File: config.mk
export PLATFORM = sky130hd
export DESIGN_NAME = ps2_key_event_ctrl
export DESIGN_NICKNAME = d
export VERILOG_FILES = /design/src/rtl/ps2_kbd_pkg.sv /design/src/rtl/key_event_fifo.sv /design/src/rtl/ps2_key_event_ctrl.sv
export SDC_FILE = /design/constraint.sdc
export NUM_CORES = 1
export LEC_CHECK = 0
export CAP_MARGIN = 10
export CORE_MARGIN = 2
export CORE_UTILIZATION = 35
export DETAILED_ROUTE_END_ITERATION = 10
export HOLD_SLACK_MARGIN = 0.05
export SLEW_MARGIN = 5
export SYNTH_ARGS = -nofsm -noshare
export SYNTH_HDL_FRONTEND = slang
export SYNTH_SLANG_ARGS = --single-unit
File: constraint.sdc
create_clock -name clk -period 4 [get_ports clk]
set_input_delay 0.8 -clock clk [delete_from_list [all_inputs] [get_ports clk]]
set_output_delay 0.8 -clock clk [all_outputs]
set_load 0.02 [all_outputs]
File: src/rtl/ps2_kbd_pkg.sv
// ps2_kbd_pkg
// Shared definitions for the PS/2 key event controller: the scan-code
// prefix bytes, the decoder state encoding and the key event record that
// travels through the event FIFO.
//
// Configuration macro: PS2_EXT_KEY_EN
//   defined   -> extended (E0-prefixed) keys are decoded; the event record
//                carries an ext bit and the decoder has S_EXT / S_EXT_BRK.
//   undefined -> E0 bytes are ignored; the event record is {code, rel} only.
package ps2_kbd_pkg;

  localparam logic [7:0] BREAK_CODE = 8'hF0;
  localparam logic [7:0] EXT_CODE   = 8'hE0;

`ifdef PS2_EXT_KEY_EN
  typedef enum logic [1:0] {
    S_MAKE    = 2'd0,
    S_BRK     = 2'd1,
    S_EXT     = 2'd2,
    S_EXT_BRK = 2'd3
  } state_t;

  // The release flag is named rel because "release" is a reserved word.
  typedef struct packed {
    logic [7:0] code;
    logic       rel;
    logic       ext;
  } key_event_t;
`else
  typedef enum logic [0:0] {
    S_MAKE = 1'b0,
    S_BRK  = 1'b1
  } state_t;

  typedef struct packed {
    logic [7:0] code;
    logic       rel;
  } key_event_t;
`endif

  localparam int EVENT_W = $bits(key_event_t);

endpackage

File: src/rtl/key_event_fifo.sv
// key_event_fifo
// First-word-fall-through FIFO for decoded key events. The head entry is
// visible on o_dout whenever the FIFO is not empty, and o_dout reads as all
// zeros when it is empty.
//
// Ports:
//   clk, reset : system clock, asynchronous active-high reset
//   i_push     : write i_din (ignored when full unless a pop happens too)
//   i_pop      : remove the head entry (ignored when empty)
//   i_din      : entry to write
//   o_dout     : head entry, zero when empty
//   o_full     : FIFO holds DEPTH entries
//   o_empty    : FIFO holds no entries
//   o_count    : occupancy, 0..DEPTH
//
// DEPTH must be a power of two so that the pointers wrap by overflowing.
module key_event_fifo #(
  parameter int WIDTH = 8,
  parameter int DEPTH = 4
) (
  input  logic                       clk,
  input  logic                       reset,
  input  logic                       i_push,
  input  logic                       i_pop,
  input  logic [WIDTH-1:0]           i_din,
  output logic [WIDTH-1:0]           o_dout,
  output logic                       o_full,
  output logic                       o_empty,
  output logic [$clog2(DEPTH):0]     o_count
);

  localparam int AW = $clog2(DEPTH);
  localparam int CW = AW + 1;

  logic [WIDTH-1:0] r_mem [DEPTH];
  logic [AW-1:0]    r_wrPtr;
  logic [AW-1:0]    r_rdPtr;
  logic [CW-1:0]    r_count;
  logic             w_full;
  logic             w_empty;
  logic             w_wrEn;
  logic             w_rdEn;

  assign w_empty = (r_count == '0);
  assign w_full  = (r_count == CW'(DEPTH));

  // A pop in the same cycle frees the slot, so a push into a full FIFO is
  // still accepted when the head is being removed.
  assign w_rdEn = i_pop & ~w_empty;
  assign w_wrEn = i_push & (~w_full | w_rdEn);

  // Storage has no reset; stale entries are never visible because the
  // output is forced to zero while the FIFO is empty.
  always_ff @(posedge clk) begin
    if (w_wrEn) begin
      r_mem[r_wrPtr] <= i_din;
    end
  end

  always_ff @(posedge clk or posedge reset) begin
    if (reset) begin
      r_wrPtr <= '0;
      r_rdPtr <= '0;
      r_count <= '0;
    end else begin
      if (w_wrEn) begin
        r_wrPtr <= r_wrPtr + 1'b1;
      end
      if (w_rdEn) begin
        r_rdPtr <= r_rdPtr + 1'b1;
      end
      case ({w_wrEn, w_rdEn})
        2'b10:   r_count <= r_count + 1'b1;
        2'b01:   r_count <= r_count - 1'b1;
        default: r_count <= r_count;
      endcase
    end
  end

  assign o_dout  = w_empty ? '0 : r_mem[r_rdPtr];
  assign o_full  = w_full;
  assign o_empty = w_empty;
  assign o_count = r_count;

endmodule

File: src/rtl/ps2_key_event_ctrl.sv
// ps2_key_event_ctrl
// Turns the stream of PS/2 scan bytes into buffered key events. A small
// decoder FSM absorbs the F0 (break) and E0 (extended) prefixes and pushes
// one {code, release, ext} event per non-prefix byte into a FWFT FIFO.
//
// Ports:
//   clk, reset       : system clock, asynchronous active-high reset
//   i_rx_done_tick   : one-cycle strobe, i_dout holds a valid scan byte
//   i_dout           : received scan byte
//   i_pop            : consumer removes the head event
//   i_clr_ovf        : clear the sticky overflow flag
//   o_ev_valid       : at least one event is buffered
//   o_ev_code        : head event key code (0 when empty)
//   o_ev_release     : head event is a break (0 when empty)
//   o_ev_ext         : head event is an extended key (0 when empty)
//   o_ev_count       : FIFO occupancy, 0..FIFO_DEPTH
//   o_overflow       : sticky, an event was dropped because the FIFO was full
//
// Configuration macro: PS2_EXT_KEY_EN enables extended-key decoding. Without
// it E0 bytes are discarded and o_ev_ext is tied to 0.
module ps2_key_event_ctrl
  import ps2_kbd_pkg::*;
#(
  parameter int FIFO_DEPTH = 4
) (
  input  logic                          clk,
  input  logic                          reset,
  input  logic                          i_rx_done_tick,
  input  logic [7:0]                    i_dout,
  input  logic                          i_pop,
  input  logic                          i_clr_ovf,
  output logic                          o_ev_valid,
  output logic [7:0]                    o_ev_code,
  output logic                          o_ev_release,
  output logic                          o_ev_ext,
  output logic [$clog2(FIFO_DEPTH):0]   o_ev_count,
  output logic                          o_overflow
);

  state_t     r_state;
  state_t     w_stateNext;
  logic       w_push;
  key_event_t w_pushEvent;
  key_event_t w_headEvent;
  logic       w_full;
  logic       w_empty;
  logic       w_drop;
  logic       r_overflow;

  always_ff @(posedge clk or posedge reset) begin
    if (reset) begin
      r_state <= S_MAKE;
    end else begin
      r_state <= w_stateNext;
    end
  end

  // Prefix bytes only move the FSM; any other byte completes an event whose
  // flags come from the state it arrives in, and the FSM returns to S_MAKE.
  always_comb begin
    w_stateNext      = r_state;
    w_push           = 1'b0;
    w_pushEvent      = '0;
    w_pushEvent.code = i_dout;
    if (i_rx_done_tick) begin
      case (r_state)
        S_MAKE: begin
          if (i_dout == BREAK_CODE) begin
            w_stateNext = S_BRK;
          end else if (i_dout == EXT_CODE) begin
`ifdef PS2_EXT_KEY_EN
            w_stateNext = S_EXT;
`else
            w_stateNext = S_MAKE;
`endif
          end else begin
            w_push = 1'b1;
          end
        end
        S_BRK: begin
          if (i_dout == BREAK_CODE) begin
            w_stateNext = S_BRK;
          end else if (i_dout == EXT_CODE) begin
`ifdef PS2_EXT_KEY_EN
            w_stateNext = S_EXT_BRK;
`else
            w_stateNext = S_BRK;
`endif
          end else begin
            w_push          = 1'b1;
            w_pushEvent.rel = 1'b1;
            w_stateNext     = S_MAKE;
          end
        end
`ifdef PS2_EXT_KEY_EN
        S_EXT: begin
          if (i_dout == BREAK_CODE) begin
            w_stateNext = S_EXT_BRK;
          end else if (i_dout == EXT_CODE) begin
            w_stateNext = S_EXT;
          end else begin
            w_push          = 1'b1;
            w_pushEvent.ext = 1'b1;
            w_stateNext     = S_MAKE;
          end
        end
        S_EXT_BRK: begin
          if ((i_dout == BREAK_CODE) || (i_dout == EXT_CODE)) begin
            w_stateNext = S_EXT_BRK;
          end else begin
            w_push          = 1'b1;
            w_pushEvent.rel = 1'b1;
            w_pushEvent.ext = 1'b1;
            w_stateNext     = S_MAKE;
          end
        end
`endif
        default: w_stateNext = S_MAKE;
      endcase
    end
  end

  key_event_fifo #(
    .WIDTH (EVENT_W),
    .DEPTH (FIFO_DEPTH)
  ) u_fifo (
    .clk     (clk),
    .reset   (reset),
    .i_push  (w_push),
    .i_pop   (i_pop),
    .i_din   (w_pushEvent),
    .o_dout  (w_headEvent),
    .o_full  (w_full),
    .o_empty (w_empty),
    .o_count (o_ev_count)
  );

  // A full FIFO with a pop in the same cycle accepts the push, so only a
  // push without a pop is lost. A drop wins over a same-cycle clear.
  assign w_drop = w_push & w_full & ~i_pop;

  always_ff @(posedge clk or posedge reset) begin
    if (reset) begin
      r_overflow <= 1'b0;
    end else if (w_drop) begin
      r_overflow <= 1'b1;
    end else if (i_clr_ovf) begin
      r_overflow <= 1'b0;
    end
  end

  assign o_ev_valid   = ~w_empty;
  assign o_ev_code    = w_headEvent.code;
  assign o_ev_release = w_headEvent.rel;
`ifdef PS2_EXT_KEY_EN
  assign o_ev_ext     = w_headEvent.ext;
`else
  assign o_ev_ext     = 1'b0;
`endif
  assign o_overflow   = r_overflow;

endmodule

---- Word level (Yosys, flattened, before mapping) ----
Memories as Yosys holds them, arrays and structs flattened.
Cells that the tools add are included.
cells by class
  equal/unequal tests ..................... 5
  order comparisons ....................... 0
  add/subtract/negate cells ............... 4
  mux-type cells .......................... 15
  multiply operators ...................... 0
  bitwise operators ....................... 9
  reductions and logical operators ........ 3
  shift-type cells ........................ 0
  div/mod/pow operators ................... 0
operator list
  kind                 count
  $eq 8x8->1 const B   2
  $mux 1               12
  $mux 9               1
  $pmux 3 s2           1
  $add 2x1->2 const B  2
  $and 1x1->1          4
  $not 1->1            4
  $reduce_bool 2->1    2
  $add 3x1->3 const B  1
  $eq 3x3->1 const B   1
  $logic_not 3->1      1
  $sub 3x1->3 const B  1
  $eq 2x1->1 const B   1
  $eq 2x2->1 const B   1
  $pmux 1 s2           1
  $or 1x1->1           1
word-level totals
  word-level logic and storage cells ...... 42
  register bits after elaboration ......... 9
  latch bits .............................. 0
  bits of input ports ..................... 13
  memories ................................ 1
  bits in read-only memories .............. 0
  output and inout port bits .............. 15
  memory bits (writable) .................. 36
memory list
  memory        words  width  read ports  clocked after Yosys merged registers in  write ports  line                  text
  u_fifo.r_mem  4      9      1           0                                        1            key_event_fifo.sv:35  logic [WIDTH-1:0] r_mem [DEPTH];

---- Depth between registers and ports, before layout ----
  depth in word-level cells ............... 7
  depth in mapped cells ................... 9
  mapped depth without buffers ............ 9

---- Cells and area by module ----
From an unflattened synthesis, not the netlist that was laid out.
second synthesis, totals
  cell total of the unflattened synthesis .. 128
  area, all modules ....................... 2021.9 µm²
by module, submodules not included
  module              cells an instance  seq. area each (µm²)  area an instance (µm²)  times used
  key_event_fifo      112                1256.2                1875.5                  1
  ps2_key_event_ctrl  16                 50.0                  146.4                   1

---- Worst setup path before layout ----
OpenSTA, ideal clock, no wires.
  path type ............................... input to register
  from .................................... input i_dout[1]
  to ...................................... register u_fifo.r_count[2], in the netlist u_fifo.o_count[2]
  library setup time ...................... 80 ps
  arrival ................................. 2623 ps
  buffers on the path ..................... 0
  data required time ...................... 3920 ps
  setup slack ............................. 1297 ps
  stages on the path ...................... 9
  cell sequence ........................... or4_4 -> o211a_4 -> inv_1 -> ha_1 -> inv_1 -> fa_1 -> xor2_1 -> nor2_1 -> xor2_1
on the way
  longest elaborated chain between the ends .. 7
  elaborated cells on any way between the ends .. 10
  those cells by class .................... eq/ne (4); mux (4); bitwise (1); reduce/logical (1)
RTL lines
  item                                             line                                                text
  from (decl)                                      ps2_key_event_ctrl.sv:29                            input logic [7:0] i_dout,
  $eq 8x8->1                                       ps2_key_event_ctrl.sv:70, ps2_key_event_ctrl.sv:83
  $mux 1                                           ps2_key_event_ctrl.sv:70, ps2_key_event_ctrl.sv:83
  $mux 1 (*)                                       ps2_key_event_ctrl.sv:68, ps2_key_event_ctrl.sv:81
  $mux 1 (*)                                       ps2_key_event_ctrl.sv:65                            if (i_rx_done_tick) begin
  $and 1x1->1 (*)                                  key_event_fifo.sv:50                                assign w_wrEn = i_push & (~w_full | w_rdEn);
  $eq 2x1->1 or $eq 2x2->1 (tied branches)         key_event_fifo.sv:72                                case ({w_wrEn, w_rdEn})
  $pmux 3 s2 or $reduce_bool 2->1 (tied branches)  -
  to (signal assigned)                             key_event_fifo.sv:73                                2'b10: r_count <= r_count + 1'b1;
  to (signal assigned)                             key_event_fifo.sv:74                                2'b01: r_count <= r_count - 1'b1;
  to (signal assigned)                             key_event_fifo.sv:75                                default: r_count <= r_count;
  to (decl)                                        key_event_fifo.sv:38                                logic [CW-1:0] r_count;
Every way passes the cells marked *; elsewhere a longest branch is shown, timed or not.
A chain may end at the register's enable or synchronous reset.

---- Worst setup path after layout ----
  from .................................... register u_fifo.r_rdPtr[0]
  to ...................................... output o_ev_code[2]
on the way
  longest elaborated chain between the ends .. 2
RTL lines
  item                    line                      text
  from (decl)             key_event_fifo.sv:37      logic [AW-1:0] r_rdPtr;
  from (signal assigned)  key_event_fifo.sv:70      r_rdPtr <= r_rdPtr + 1'b1;
  $mem_v2 4x9             -
  $mux 9                  key_event_fifo.sv:80      assign o_dout = w_empty ? '0 : r_mem[r_rdPtr];
  to (decl)               ps2_key_event_ctrl.sv:33  output logic [7:0] o_ev_code,
Every way passes these cells.

==> qor.txt <==
Crit Path Max Fanout - 11
Drt first pass iters - 4
H-tree depth - 2
Final min period - 3170 ps
PostCTS Resize Cnt - 0
Syn Area/Cell - 17.6 um^2
RePlAce Congestion - 0.749
Synth Area in Compound Gates - 2.17%
Max-cap violations - 0
First-pass GRT wire length - 5.47 mm
Startpoint types - register
Total CTS buffers - 5
Slew Viols, Final - 0
Overall global routing resource usage - 12.3%
Xor/xnor share of the synthesized area - 2.76%
Vias/cell - 4.76
IO Port Bufs - 26
# IOs - 28
# Post-CTS Setup Buffers - 0
Seq/Total Area, Yosys - 68.5%
Worst skew pair latency - 280 ps
CTS clk-pin slew, worst paths - 70 ps
Critical path type - register to primary output
Slowest cell on crit path - dfrtp_1
Synthesized area - 1910 um^2
Final ANT Viol Nets - 0
Lkg Pwr - 0.818 nW
Number of distinct library cells after synthesis - 26
Peak Freq - 316 MHz
Fin crit share - 79.1%
Critical Path Max Stage Delay - 790 ps
Rel. slew slack - 54.0%
Critical path arrival - 2370 ps
Root Buffer - clkbuf_8
Post-DP HPWL - 2.32 mm
WL/cell - 16.3 um
Tightest Pin Transition - 689 ps
Final setup fails - 0
DRT Wirelength - 3.40 mm
Seq cells post-synth - 45
CTS tree - done
Post-synthesis cell count - 108
Die area - 6050 um^2
Die X - 77.8 um
Total negative slack - 0 ps
Final cell count without fillers - 208
Layout cells sized above 1 - 13.8%
Most common cell after layout, fill and taps aside - edfxtp_1
Final core utilization - 44.7%
YS warnings - 0
Largest family of logic cells by synthesized area - multiplexers
Clock sinks - 45
Initial Util - 36.8%
CP endpoint kind - primary output
Worst EP required - 3200 ps
Area delta synth->final - 21.4%
Synthesized-area fraction occupied by adder cells - 4.33%
Clock Skews - 3.86 ps
Cell Pwr Density - 721 nW/um^2
Outcome - completed
Syn nets - 127
Placed Instances - 200
Peak supply drop - 396 uV
Fin. Hold Viols - 0
RSZ-0062 raised after global routing - false
Post-CTS Hold Buffers - 0
Drt first-iter violations - 58
Antenna diodes - 0
Die height - 77.8 um
Largest net degree at the start of global routing - 13
Initial antenna violation count - 0
Fill count - 440
Most frequent cells in the layout - edfxtp_1 (36), clkdlybuf4s50_1 (26), and2_1 (13)
Final nets - 156
Grt ovf - 0
Num rows - 26
Core area - 5170 um^2
DR DRC count - 0
Routed vias - 990
CTS Buffer Depth - 2
Simple-Gate Fraction of Synth Area - 7.42%
Critical-path cell list - mux4_2, and2_1, clkdlybuf4s50_1
Vias in the first global route - 1046
Mux share of post-synthesis cell area - 12.0%
Tightest Hold Check Type - register to register
==> power by group <==
part / total (W) / internal, W / switching, W
sequential: 0.000728 / 0.000627 / 0.000102
clock: 0.000259 / 0.000124 / 0.000135
combinational: 0.000682 / 0.000368 / 0.000313
total: 0.00167 / 0.00112 / 0.000550
==> critical path: cells and delay by family (launching register included) <==
family	cells	cell delay [ps]
simple gates	1	170
mux	1	590
flops	1	790
buf+inv	1	530
==> layout make-up <==
class,count,area (um^2),area share [%]
sequential,45,1310,56.5
timing repair buffer,26,260,11.2
inverter,8,30.0,1.30
tap,70,87.6,3.79
multi-input combinational,51,549,23.7
clock buffer,8,80.1,3.46
==> registers in the layout, indices dropped and copies added (netlist names) <==
name	count
o_overflow	1
u_fifo.o_count	3
r_state	1
u_fifo.r_wrPtr	2
u_fifo.r_rdPtr	2
u_fifo.r_mem	36
==> routing by layer <==
metal  global-route usage (%)  up-vias  routed length, um
li1                         -      455                  -
met1                     15.3      500               1530
met2                     20.6       28               1660
met3                     3.72        7                166
met4                     3.75        0                 42
met5                        0        -                  0
==> synthesized netlist by cell type (all sizes together) <==
library cell | count | area (um^2)
edfxtp | 36 | 1080
conb | 1 | 3.75
mux2 | 1 | 15.0
or4b | 1 | 10.0
o21a | 1 | 7.51
o22ai | 1 | 6.26
xor2 | 3 | 26.3
buf | 2 | 12.5
inv | 8 | 30.0
or3 | 1 | 6.26
o21ai | 1 | 5.00
nand3 | 2 | 10.0
ha | 5 | 62.6
and2 | 15 | 96.3
nor2 | 2 | 7.51
fa | 1 | 20.0
or4 | 1 | 11.3
dfrtp | 9 | 225
clkbuf | 2 | 7.51
a21oi | 1 | 5.00
xnor2 | 3 | 26.3
mux4 | 9 | 203
o211a | 1 | 17.5
mux2i | 1 | 10.0
==> worst paths after layout <==
| kind | start | to | slack [ps] | cells after the start |
|---|---|---|---|---|
| max in group asynchronous | reset | r_state | 2950 | 2 |
| worst min register to register | r_state | r_state | 520 | 2 |
| worst max register to register | u_fifo.o_count[0] | u_fifo.o_count[2] | 1600 | 9 |
| min in group asynchronous | reset | o_overflow | 780 | 2 |
| worst min-delay path | r_state | r_state | 520 | 2 |
| worst max-delay path | u_fifo.r_rdPtr[0] | o_ev_code[2] | 830 | 3 |
==> per-stage QoR <==
step	setup WS (ps)	area (um^2)	hold slack, ps	total power, W
final	835	2310	515	0.00167
after global routing	680	2310	532	0.00177
after CTS	756	2310	523	0.00170
after detailed placement	628	2230	499	0.00144
after global placement	721	2230	474	0.00142
after floorplan	1300	1910	454	0.00115
==> logic make-up (layout without fill, tap and decap cells) <==
logic type	Yosys count	in the layout
AOI/OAI and AO/OA	5	5
xor gates and xnor gates	6	6
adders and majority gates	6	6
buffers and inverters	12	42
DFF	45	45
muxes	11	11
other	1	1
and+or+nand+nor	22	22
(Power assumes the default switching activity.)
